===== src/rtl/axi_stream_insert_header_pkg.sv =====
// Shared definitions for the AXI-Stream header inserter: default bus width,
// FSM state encoding and byte-count / keep-mask helpers.
package axi_stream_insert_header_pkg;

  localparam int DATA_WD_DEF = 32;
  // Widest keep bus the helpers handle; callers zero-extend into it.
  localparam int MAX_KEEP_WD = 64;

  typedef enum logic [1:0] {
    IDLE,
    PASS,
    FLUSH
  } state_e;

  // Number of set bits in a keep mask.
  function automatic int keep_to_count(input logic [MAX_KEEP_WD-1:0] keep);
    int cnt;
    cnt = 0;
    for (int i = 0; i < MAX_KEEP_WD; i++) begin
      cnt += int'(keep[i]);
    end
    return cnt;
  endfunction

  // Keep mask of 'width' bits with the top 'cnt' bits set (first bytes on the wire).
  function automatic logic [MAX_KEEP_WD-1:0] count_to_top_mask(input int cnt, input int width);
    logic [MAX_KEEP_WD-1:0] mask;
    mask = '0;
    for (int i = 0; i < MAX_KEEP_WD; i++) begin
      if (i < width && i >= width - cnt) begin
        mask[i] = 1'b1;
      end
    end
    return mask;
  endfunction

endpackage


===== src/rtl/axis_byte_realign.sv =====
// Combinational byte re-packer: joins the n residual bytes held from the
// previous beat with the leading bytes of the current beat, and reports the
// keep mask for the resulting word.
module axis_byte_realign
  import axi_stream_insert_header_pkg::*;
#(
  parameter int DATA_WD      = DATA_WD_DEF,
  parameter int DATA_BYTE_WD = DATA_WD / 8,
  parameter int BYTE_CNT_WD  = $clog2(DATA_BYTE_WD) + 1
) (
  input  logic [DATA_WD-1:0]      residual,
  input  logic [BYTE_CNT_WD-1:0]  n,
  input  logic [DATA_WD-1:0]      data_in,
  input  logic [BYTE_CNT_WD-1:0]  m,
  output logic [DATA_WD-1:0]      packed_data,
  output logic [DATA_WD-1:0]      new_residual,
  output logic [DATA_BYTE_WD-1:0] keep
);

  int                 total;
  logic [DATA_WD-1:0] raw;

  // Residual occupies the low n bytes; shifting {residual, data_in} right by
  // n bytes places it at the MSB end followed by the head of data_in.
  always_comb begin
    // NOTE: every combinational output gets a default first so no path can
    // leave it unassigned and infer a latch.
    packed_data = '0;
    total       = int'(n) + int'(m);
    if (total > DATA_BYTE_WD) begin
      total = DATA_BYTE_WD;
    end
    keep = DATA_BYTE_WD'(count_to_top_mask(total, DATA_BYTE_WD));
    raw  = DATA_WD'({residual, data_in} >> (8 * int'(n)));
    for (int i = 0; i < DATA_BYTE_WD; i++) begin
      packed_data[8*i +: 8] = raw[8*i +: 8] & {8{keep[i]}};
    end
    // Only the low n bytes are consumed next beat.
    new_residual = data_in;
  end

endmodule


===== src/rtl/axi_stream_insert_header.sv =====
// AXI-Stream header inserter: prepends the valid header bytes to a packet and
// re-packs the stream so every output beat is full except the last.
module axi_stream_insert_header
  import axi_stream_insert_header_pkg::*;
#(
  parameter int DATA_WD      = DATA_WD_DEF,
  parameter int DATA_BYTE_WD = DATA_WD / 8,
  parameter int BYTE_CNT_WD  = $clog2(DATA_BYTE_WD) + 1
) (
  input  logic                    clk,
  input  logic                    rst_n,          // active-high despite the name
  input  logic                    valid_in,
  input  logic [DATA_WD-1:0]      data_in,
  input  logic [DATA_BYTE_WD-1:0] keep_in,
  input  logic                    last_in,
  output logic                    ready_in,
  output logic                    valid_out,
  output logic [DATA_WD-1:0]      data_out,
  output logic [DATA_BYTE_WD-1:0] keep_out,
  output logic                    last_out,
  input  logic                    ready_out,
  input  logic                    valid_insert,
  input  logic [DATA_WD-1:0]      header_insert,
  input  logic [DATA_BYTE_WD-1:0] keep_insert,
  output logic                    ready_insert
);

  state_e                  state, state_nxt;
  logic [DATA_WD-1:0]      res_data, hdr_bits;
  logic [BYTE_CNT_WD-1:0]  res_cnt, flush_cnt, in_cnt, hdr_cnt;
  logic [DATA_WD-1:0]      ra_res, ra_data, ra_packed, ra_new_res;
  logic [BYTE_CNT_WD-1:0]  ra_n, ra_m;
  logic [DATA_BYTE_WD-1:0] ra_keep;
  logic                    can_load, load, load_last, hdr_fire, overflow;
  int                      total;

  // Byte counts, overflow decision and the masked header word.
  always_comb begin
    in_cnt   = BYTE_CNT_WD'(keep_to_count(MAX_KEEP_WD'(keep_in)));
    hdr_cnt  = BYTE_CNT_WD'(keep_to_count(MAX_KEEP_WD'(keep_insert)));
    total    = int'(res_cnt) + int'(in_cnt);
    overflow = total > DATA_BYTE_WD;
    hdr_bits = '0;
    for (int i = 0; i < DATA_BYTE_WD; i++) begin
      hdr_bits[8*i +: 8] = header_insert[8*i +: 8] & {8{keep_insert[i]}};
    end
  end

  // Realigner inputs: live payload in PASS; in FLUSH the leftover bytes are
  // pre-shifted to the MSB end and presented as a short zero-residual beat.
  always_comb begin
    ra_res  = res_data;
    ra_n    = res_cnt;
    ra_data = data_in;
    ra_m    = in_cnt;
    if (state == FLUSH) begin
      ra_res  = '0;
      ra_n    = '0;
      ra_data = res_data << (8 * (DATA_BYTE_WD - int'(res_cnt)));
      ra_m    = flush_cnt;
    end
  end

  axis_byte_realign #(
    .DATA_WD      (DATA_WD),
    .DATA_BYTE_WD (DATA_BYTE_WD),
    .BYTE_CNT_WD  (BYTE_CNT_WD)
  ) u_realign (
    .residual     (ra_res),
    .n            (ra_n),
    .data_in      (ra_data),
    .m            (ra_m),
    .packed_data  (ra_packed),
    .new_residual (ra_new_res),
    .keep         (ra_keep)
  );

  // State register.
  always_ff @(posedge clk or posedge rst_n) begin
    if (rst_n) begin
      state <= IDLE;
    end else begin
      // NOTE: clocked state uses non-blocking assignments so every register
      // samples pre-edge values regardless of block ordering.
      state <= state_nxt;
    end
  end

  // Next state, handshakes and output-register load controls.
  always_comb begin
    state_nxt    = state;
    ready_in     = 1'b0;
    ready_insert = 1'b0;
    load         = 1'b0;
    load_last    = 1'b0;
    can_load     = !valid_out || ready_out;
    case (state)
      IDLE: begin
        // Held low while reset is asserted so the handshake stays quiet.
        ready_insert = !rst_n;
        if (valid_insert && !rst_n) begin
          state_nxt = PASS;
        end
      end
      PASS: begin
        ready_in = can_load;
        if (valid_in && can_load) begin
          load = 1'b1;
          if (last_in) begin
            if (overflow) begin
              state_nxt = FLUSH;
            end else begin
              load_last = 1'b1;
              state_nxt = IDLE;
            end
          end
        end
      end
      FLUSH: begin
        if (can_load) begin
          load      = 1'b1;
          load_last = 1'b1;
          state_nxt = IDLE;
        end
      end
      default: state_nxt = IDLE;
    endcase
  end

  assign hdr_fire = valid_insert && ready_insert;

  // Residual bytes, flush count and the output register.
  always_ff @(posedge clk or posedge rst_n) begin
    if (rst_n) begin
      res_data  <= '0;
      res_cnt   <= '0;
      flush_cnt <= '0;
      valid_out <= 1'b0;
      data_out  <= '0;
      keep_out  <= '0;
      last_out  <= 1'b0;
    end else begin
      if (hdr_fire) begin
        res_data <= hdr_bits;
        res_cnt  <= hdr_cnt;
      end
      if (state == PASS && load) begin
        res_data <= ra_new_res;
        if (last_in && overflow) begin
          flush_cnt <= BYTE_CNT_WD'(total - DATA_BYTE_WD);
        end
      end
      if (load) begin
        valid_out <= 1'b1;
        data_out  <= ra_packed;
        keep_out  <= ra_keep;
        last_out  <= load_last;
      end else if (ready_out) begin
        valid_out <= 1'b0;
      end
    end
  end

endmodule


===== config.mk =====
export PLATFORM = sky130hd
export DESIGN_NAME = axi_stream_insert_header
export DESIGN_NICKNAME = d
export VERILOG_FILES = /design/src/rtl/axi_stream_insert_header_pkg.sv /design/src/rtl/axis_byte_realign.sv /design/src/rtl/axi_stream_insert_header.sv
export SDC_FILE = /design/constraint.sdc
export NUM_CORES = 1
export LEC_CHECK = 0
export ABC_AREA = 0
export CORE_MARGIN = 3
export CORE_UTILIZATION = 40
export DETAILED_ROUTE_END_ITERATION = 10
export REMOVE_ABC_BUFFERS = 1
export SLEW_MARGIN = 20
export SYNTH_ARGS = -nofsm -noshare
export SYNTH_HDL_FRONTEND = slang
export SYNTH_SLANG_ARGS = --single-unit

===== constraint.sdc =====
create_clock -name clk -period 11 [get_ports clk]
set_input_delay 2.2 -clock clk [delete_from_list [all_inputs] [get_ports clk]]
set_output_delay 2.2 -clock clk [all_outputs]
set_load 0.05 [all_outputs]

==> results of run 1 <==
[cell type report]
type / count / area share
Timing Repair Buffer: 133 / 0.1547
Clock inverter: 3 / 0.01079
Inverter: 22 / 0.01004
Multi-Input combinational cell: 642 / 0.5265
Antenna cell: 1 / 0.0002997
Tap cell: 216 / 0.03237
Clock buffer: 13 / 0.03117
Sequential cell: 78 / 0.2342
[flip-flops by register name, summed over array words and instances (netlist names)]
signal	cells
data_out	32
flush_cnt	3
keep_out	4
last_out	1
res_cnt	3
res_data	32
state	2
valid_out	1
[per-stage QoR]
step / utilization / cells / power, mW
global placement: 0.4943 / 1091 / 2.027
CTS: 0.5159 / 1107 / 2.427
global route: 0.5161 / 1107 / 2.596
floorplan: - / 742 / 1.542
finish: 0.5162 / 1108 / 2.462
detailed placement: 0.4943 / 1091 / 2.054
[metal layers]
metal / up-vias / GRT usage / wire [um]
li1: 3263 / - / -
met1: 3634 / 0.4317 / 12240
met2: 458 / 0.4959 / 13450
met3: 47 / 0.04811 / 2450
met4: 0 / 0.09854 / 637
met5: - / 0 / 0
[path summary, 6_finish.rpt]
check,endpoint,slack [ns]
setup / recovery,data_out[21],4.65
max in group asynchronous,res_cnt[0],7.49
setup reg to reg,data_out[21],5.87
min in group asynchronous,last_out,2.19
hold / removal,keep_out[0],0.48
hold reg to reg,keep_out[0],0.48
[cells in the mapped netlist (4+ instances only)]
master	count
a32oi_1	7
a211oi_1	28
a32o_1	10
buf_1	10
a21oi_1	57
a31oi_1	34
ha_1	17
nor2b_1	17
nor2_1	55
nand2b_1	9
and2_1	9
or3_1	5
mux2_2	16
mux4_2	4
buf_4	6
a22o_1	9
a311oi_1	4
fa_1	4
nand3_1	31
inv_1	20
o21ai_0	56
a22oi_1	6
buf_2	16
o211ai_1	12
a211o_1	5
a21o_1	10
nor3_1	11
and3_1	14
a31o_2	4
o221ai_1	4
a2bb2oi_1	6
mux2i_1	39
nand2_1	68
nand3b_1	5
o2111ai_1	4
a221oi_1	14
o2bb2ai_1	11
clkbuf_1	39
dfrtp_1	78
o22ai_1	4
[critical path, cell delays in order]
cell             delay, ns
clkdlybuf4s50_1       0.43
fa_1                  0.49
ha_1                  0.20
ha_1                  0.32
mux2_2                0.31
fa_1                  0.42
nor2b_1               0.17
a31oi_1               0.37
nor2_1                0.10
ha_1                  0.22
a21oi_1               0.14
a21oi_1               0.10
nor3_1                0.86
a32o_1                0.28
[kinds of logic after synthesis]
family	after synthesis
AOI/OAI and AO/OA	319
xor gates and xnor gates	2
adders and majority gates	21
buffers and inverters	96
DFF	78
muxes	59
other	1
and+or+nand+nor	237
[report_power, final]
group          switching (mW)  internal, mW  total (mW)
logic                   0.939         0.557        1.50
registers               0.197         0.401       0.598
clock network           0.133         0.235       0.367
total                    1.27          1.19        2.46
==> reports/qor.yml, run 1 <==
worst_setup_path:
  worst_setup_path_start_kind: "input pin"
  crit-reg2reg-launch: "state[0]"
  crit_start: "keep_in[0]"
  critPathKind: "in -> reg"
  setup.worst_path.end_class: "flip-flop"
  r2r_cells: 14
  required_ns: 11.29
  crit_fanout: 6
  cp.arrival_ns: 6.63
worst_hold_path:
  hold_path_depth: 1
  hp-class: "reg -> reg"
  worstHoldStart: "keep_out[0]"
run:
  cap_violations: 0
timing:
  finalSetupTns_ns: 0
  fmax_mhz: 157.6
  hold_viol: 0
  fin_crit_sh: 0.5769
  timing.hold.ws_ns: 0.4797
  worst_slack_ns: 4.655
  worst_pin_slew_ns: 1.149
  worst_clock_skew_ns: 0.007079
  slew_headroom: 0.2287
  setup_viol: 0
  finalCriticalPeriod_ns: 6.345
  rsz0062_at_grt: "false"
  final_max_slew_viol_count: 0
routing:
  viasPerCell: 6.681
  via_count: 7402
  drt_iter0_markers: 832
  avgRoutedWirePerCell_um: 25.98
  drc: 0
  dr.pass1.iters: 6
  totalWireLength_um: 28780
  ant_nets: 0
final_layout:
  layout_common_cells: "clkdlybuf4s50_1, dfrtp_1, nand2_1"
  fill_cells: 1552
  stdcell_area_mm2: 0.008349
  regArea_mm2: 0.001956
  syn_to_final_growth_pct: 23.76
  final_common_cell: "clkdlybuf4s50_1"
  multi_input_area_mm2: 0.004395
  finalNetCount: 985
  drive_above_1_share: 0.07407
yosys:
  ys.flop_type: "dfrtp_1"
  synth_xor_area_frac: 0.002596
  synth_top_area_frac: 0.2893
  synth.area.top_cells: "dfrtp_1, mux2i_1, a21oi_1"
  synthMuxAreaShare: 0.09792
  yosys_warnings: 0
  synth_fa_ha_area_frac: 0.04340
  syn_area_per_cell_um2: 8.298
  synth_top_family_by_area: "compound AO/OA/AOI/OAI gates"
  async_reset_ff_frac: 1.000
  yosysTopAreaCell: "dfrtp_1"
  ys_seq_elements: 78
  ys_seq_area_frac: 0.2893
  synth_compound_area_frac: 0.3314
  syn_area_mm2: 0.006746
  synth-simple-area-share: 0.1717
  synth.distinct_cells: 69
  synth_edf_count: 0
  synth_cells: 813
placement:
  routabilityCongestion: 0.9014
  portBuffers: 117
  pre_cts_slack_ns: 4.332
  dpl.hpwl_um: 18280
  placed_area_mm2: 0.007994
die:
  coreArea_mm2: 0.01617
  num_io_pins: 118
  die_y_um: 135.9
  fp.dieW_um: 135.9
  dieArea_mm2: 0.01846
  start_util: 0.4171
  row_count: 46
power_and_ir_drop:
  powerDensity_mw_per_mm2: 294.8
  peakVddDrop_uv: 126.7
  p_leak_nw: 3.372
global_routing:
  grt_pass1_vias: 7217
  grt_max_degree: 61
  grt_remaining_overflow: 0
  grt_first_pass_wirelength_um: 43580
  grtUsageTotal: 0.3099
  antenna_found_initial: 0
clocking:
  cts_resized: 0
  htreeDepth: 3
  numCtsBuffers: 9
  path_clk_slew_ns: 0.07
  hold_buffers: 0
  cts.path.max_buffers: 2
  clkSinkCount: 78
  postCtsSetupBuffers: 0
  root_buffer: "clkbuf_16"
  cts_tree: "done"
  insertion_delay_ns: 0.35
status:
  outcome: "finished, final reports clean"
Power figures use the tool's default switching activity.
==> inputs of run 2 (changes only) <==
Clock period 11 ns to 6.2 ns, I/O delays scaled along.
==> reports/qor.yml, run 2 (synthesis gave the netlist of run 1 again) <==
power_and_ir_drop:
  p_leak_nw: 3.362  # -0.30%
  power_mw: 4.251  # +73%
  peakVddDrop_uv: 274.4  # +120%
  powerDensity_mw_per_mm2: 511.2  # +73%
placement:
  pre_cts_slack_ns: 0.9607  # -3.371 ns
  portBuffers: 117  # unchanged
  dp_cells: 1094  # +0.27%
  dpl.hpwl_um: 18010  # -1.5%
  routabilityCongestion: 0.9307  # +3.3%
global_routing:
  grt_remaining_overflow: 0  # unchanged
  grt_pass1_vias: 7170  # -0.65%
  antenna_found_initial: 2  # +2
  grt_max_degree: 70  # +15%
  grt_first_pass_wirelength_um: 42550  # -2.4%
  grtUsageTotal: 0.3003  # -0.009600
status:
  outcome: "finished, final reports clean"
clocking:
  cts.path.max_buffers: 2  # unchanged
  path_clk_slew_ns: 0.06  # about the same
  postCtsSetupBuffers: 0  # unchanged
  numCtsBuffers: 9  # unchanged
  hold_buffers: 0  # unchanged
  cts_tree: "done"
  htreeDepth: 3  # unchanged
  root_buffer: "clkbuf_16"
  clkSinkCount: 78  # unchanged
  cts_resized: 0  # unchanged
  insertion_delay_ns: 0.36  # about the same
timing:
  fin_crit_sh: 0.7930
  worst_pin_slew_ns: 0.9872  # -0.1620 ns
  finalSetupTns_ns: 0  # unchanged
  worst_clock_skew_ns: 0.01305  # +0.005975 ns
  final_max_slew_viol_count: 0  # unchanged
  fmax_mhz: 203.4
  hold_viol: 0  # unchanged
  rsz0062_at_grt: "false"
  slew_headroom: 0.3375  # +0.1087
  setup_viol: 0  # unchanged
  worst_slack_ns: 1.283  # -3.371 ns
  finalCriticalPeriod_ns: 4.917
final_layout:
  final_common_cell: "clkdlybuf4s50_1"
  multi_input_area_mm2: 0.004393  # about the same
  reg_top3: "data_out (32), res_data (32), keep_out (4)"
  final_cells: 1110  # +0.18%
  antenna_cells: 0  # -1
  drive_above_1_share: 0.07830  # +0.004226
  finalNetCount: 988  # +0.30%
  layout_common_cells: "clkdlybuf4s50_1, dfrtp_1, nand2_1"
  fill_cells: 1540  # -0.77%
  regArea_mm2: 0.001956  # unchanged
  syn_to_final_growth_pct: 23.26
  fin_util: 0.5142  # -0.002088
die:
  coreArea_mm2: 0.01617  # unchanged
  fp.dieW_um: 135.9  # unchanged
  start_util: 0.4171  # unchanged
  die_y_um: 135.9  # unchanged
  row_count: 46  # unchanged
  dieArea_mm2: 0.01846  # unchanged
  num_io_pins: 118  # unchanged
routing:
  dr.pass1.iters: 6  # unchanged
  via_count: 7412  # +0.14%
  avgRoutedWirePerCell_um: 24.87  # -4.3%
  drc: 0  # unchanged
  totalWireLength_um: 27600  # -4.1%
  ant_nets: 0  # unchanged
  drt_iter0_markers: 955  # +15%
  viasPerCell: 6.677  # about the same
worst_setup_path:
  worst_setup_path_start_kind: "input pin"
  required_ns: 6.47  # -4.82 ns
  crit_fanout: 10  # +4
  setup.worst_path.end_class: "flip-flop"
  critPathKind: "in -> reg"
  cp.arrival_ns: 5.19  # -1.44 ns
worst_hold_path:
  hp-class: "reg -> reg"
run:
  cap_violations: 0  # unchanged
-- run 2: cell count changes in the layout (fill, tap and decap cells not counted), sizes merged --
cell | previous run | this run
bufinv | 3 | 1
inv | 19 | 20
clkinvlp | 0 | 1
clkinv | 3 | 7
buf | 16 | 19
clkbuf | 13 | 9
diode | 1 | 0
-- run 2: path summary, 6_finish.rpt --
| check | from | end | slack [ns] | depth (start not counted) |
|---|---|---|---|---|
| setup reg to reg | state[0] | data_out[8] | 2.14 | 15 |
| min in group asynchronous | rst_n | last_out | 1.22 | 2 |
| hold / removal | keep_out[2] | keep_out[2] | 0.49 | 1 |
| hold reg to reg | keep_out[2] | keep_out[2] | 0.49 | 1 |
| max in group asynchronous | rst_n | res_cnt[0] | 3.76 | 3 |
| setup / recovery | keep_in[0] | data_out[8] | 1.28 | 15 |
-- run 2: per-stage QoR --
stage               instance area [um^2]  hold slack (ns)
finish                              8315           0.4859
global route                        8315           0.5116
CTS                                 8315           0.4900
detailed placement                  8016           0.4743
global placement                    8016           0.4671
floorplan                           6415           0.4725
-- run 2: final cells by class --
type	instances	share of cell area
Multi-Input combinational cell	642	0.5283
Inverter	22	0.01008
Clock buffer	9	0.02708
Timing Repair Buffer	136	0.1580
Tap cell	216	0.03250
Clock inverter	7	0.008878
Sequential cell	78	0.2352
-- run 2: per-layer routing --
metal  wire length (um)  share of wire  up-vias  track usage
met5                 14        0.00051        -            0
met2              12320           0.45      492       0.4682
met4               1142          0.041        2       0.1198
met1              11460           0.42     3560       0.4116
met3               2659          0.096       98      0.05811
li1                   -              -     3260            -
-- run 2: critical path, stage by stage --
cell	delay [ns]
clkdlybuf4s50_1	0.44
fa_1	0.49
ha_1	0.20
ha_1	0.32
mux2_2	0.32
fa_1	0.45
nor2b_1	0.18
a31oi_1	0.34
nor2_1	0.09
ha_1	0.28
a41oi_1	0.10
a21oi_1	0.15
buf_4	0.24
o2111ai_1	0.15
o211ai_1	0.18
-- run 2: where the power goes --
group	internal [mW]	switching (mW)	leakage, nW
clock network	0.314	0.249	0.146
logic	0.994	1.66	2.19
registers	0.712	0.325	1.02
total	2.02	2.23	3.36
==> variant (flow settings as in run 2) <==
Set the package constant `MAX_KEEP_WD` to 128 (it was 64).
--- a/src/rtl/axi_stream_insert_header_pkg.sv
+++ b/src/rtl/axi_stream_insert_header_pkg.sv
@@ -4,7 +4,7 @@
 
   localparam int DATA_WD_DEF = 32;
   // Widest keep bus the helpers handle; callers zero-extend into it.
-  localparam int MAX_KEEP_WD = 64;
+  localparam int MAX_KEEP_WD = 128;
 
   typedef enum logic [1:0] {
     IDLE,
Formal check against the unedited RTL: no difference found for any inputs over 4 cycles, from zero or initial values and one cycle with rst_n high; that may be too few to reach the edited logic, so the function may still have changed.
==> variant against run 2 <==
Synthesized cell count is 3.6% lower. Worst setup slack got worse by 0.34 ns. Routed wire length shrank 5.9%. Final area fell by 2.0%. Synthesized area shrank 2.5%. Power increased by 4.3%. First-iteration DRC count is 20% lower. Cell count down 2.7%. Combinational power rose by 7%. Sequential cell count is the same. Critical path type unchanged. Largest cell class unchanged.
==> variant: results (changes against run 2) <==
metric,value,unit,change
synth_common_cells,"nand2_1, dfrtp_1, o21ai_0",,
power.leakage,3.33,nW,-1.0%
drt_first_iter_violations,765,,-20%
outcome,"complete, no violations",,
met1_usage,39.0,%,-2.1 points
crit_path_max_fanout,8,,-2
synthAdderAreaFrac,4.45,%,+0.11 points
min_from,data_out[6]$_DFFE_PP0P_,,
dr.pass1.iters,8,,+2
p_sw,2.31,mW,+3.7%
use_met2,43.6,%,-3.2 points
clkbuf_count,15,,+6
nMultiInputCombCells,616,,-4.0%
holdPathStages,2,,+1
p_comb,2.84,mW,+7%
final-clk-cell-share,3.76,%,+0.17 points
grtUsageTotal,28.6,%,-1.5 points
powerClk,559,uW,-0.7%
ff2ff_setup_slack,1.84,ns,-0.30 ns
hpwl,16800,microns,-6.5%
clock_skew,0.00822,ns,-0.00483 ns
grt_max_degree,66,,-5.7%
fillCellCount,1569,,+1.9%
highest_layer,met4,,
num_vias,7107,,-4.1%
synth_cell_type_count,70,,+1.4%
layout-drive-gt1-share,8.80,%,+0.97 points
gp_congestion,0.902,,-3.1%
synth_seq_area_share,29.7,%,+0.73 points
grt_first_pass_wirelength,40100,microns,-5.8%
rr_endpoint,data_out[16]$_DFFE_PP0P_,,
nets,958,,-3.0%
holdPathEnd,data_out[6]$_DFFE_PP0P_,,
arrival,5.55,ns,+0.36 ns
worst_r2r_path_depth,16,,+1
synthXorXnorAreaFrac,0.133,%,-0.13 points
tightest_slew,1.05,ns,+0.0614 ns
wl_met1,11200,microns,-2.3%
-- variant: critical path: stages --
cell and delay (ns):
clkdlybuf4s50_1 0.43, fa_1 0.48, ha_1 0.21, ha_1 0.34, mux2_2 0.32, fa_1 0.41
or3_1 0.34, o21ai_1 0.22, nand2_1 0.10, ha_1 0.23, nor2b_1 0.13, o21ai_0 0.13
nand2_1 0.10, nor3_2 0.61, a32o_1 0.26
-- variant: through the flow --
step | hold slack (ns) | setup slack, ns | cell area, sq um | instances
detailed placement | 0.467 | 0.651 | 7840 | 1064
CTS | 0.482 | 1.01 | 8150 | 1080
global route | 0.502 | 0.763 | 8150 | 1080
global placement | 0.461 | 0.752 | 7840 | 1064
finish | 0.480 | 0.942 | 8150 | 1080
floorplan | 0.475 | 0.995 | 6240 | 712
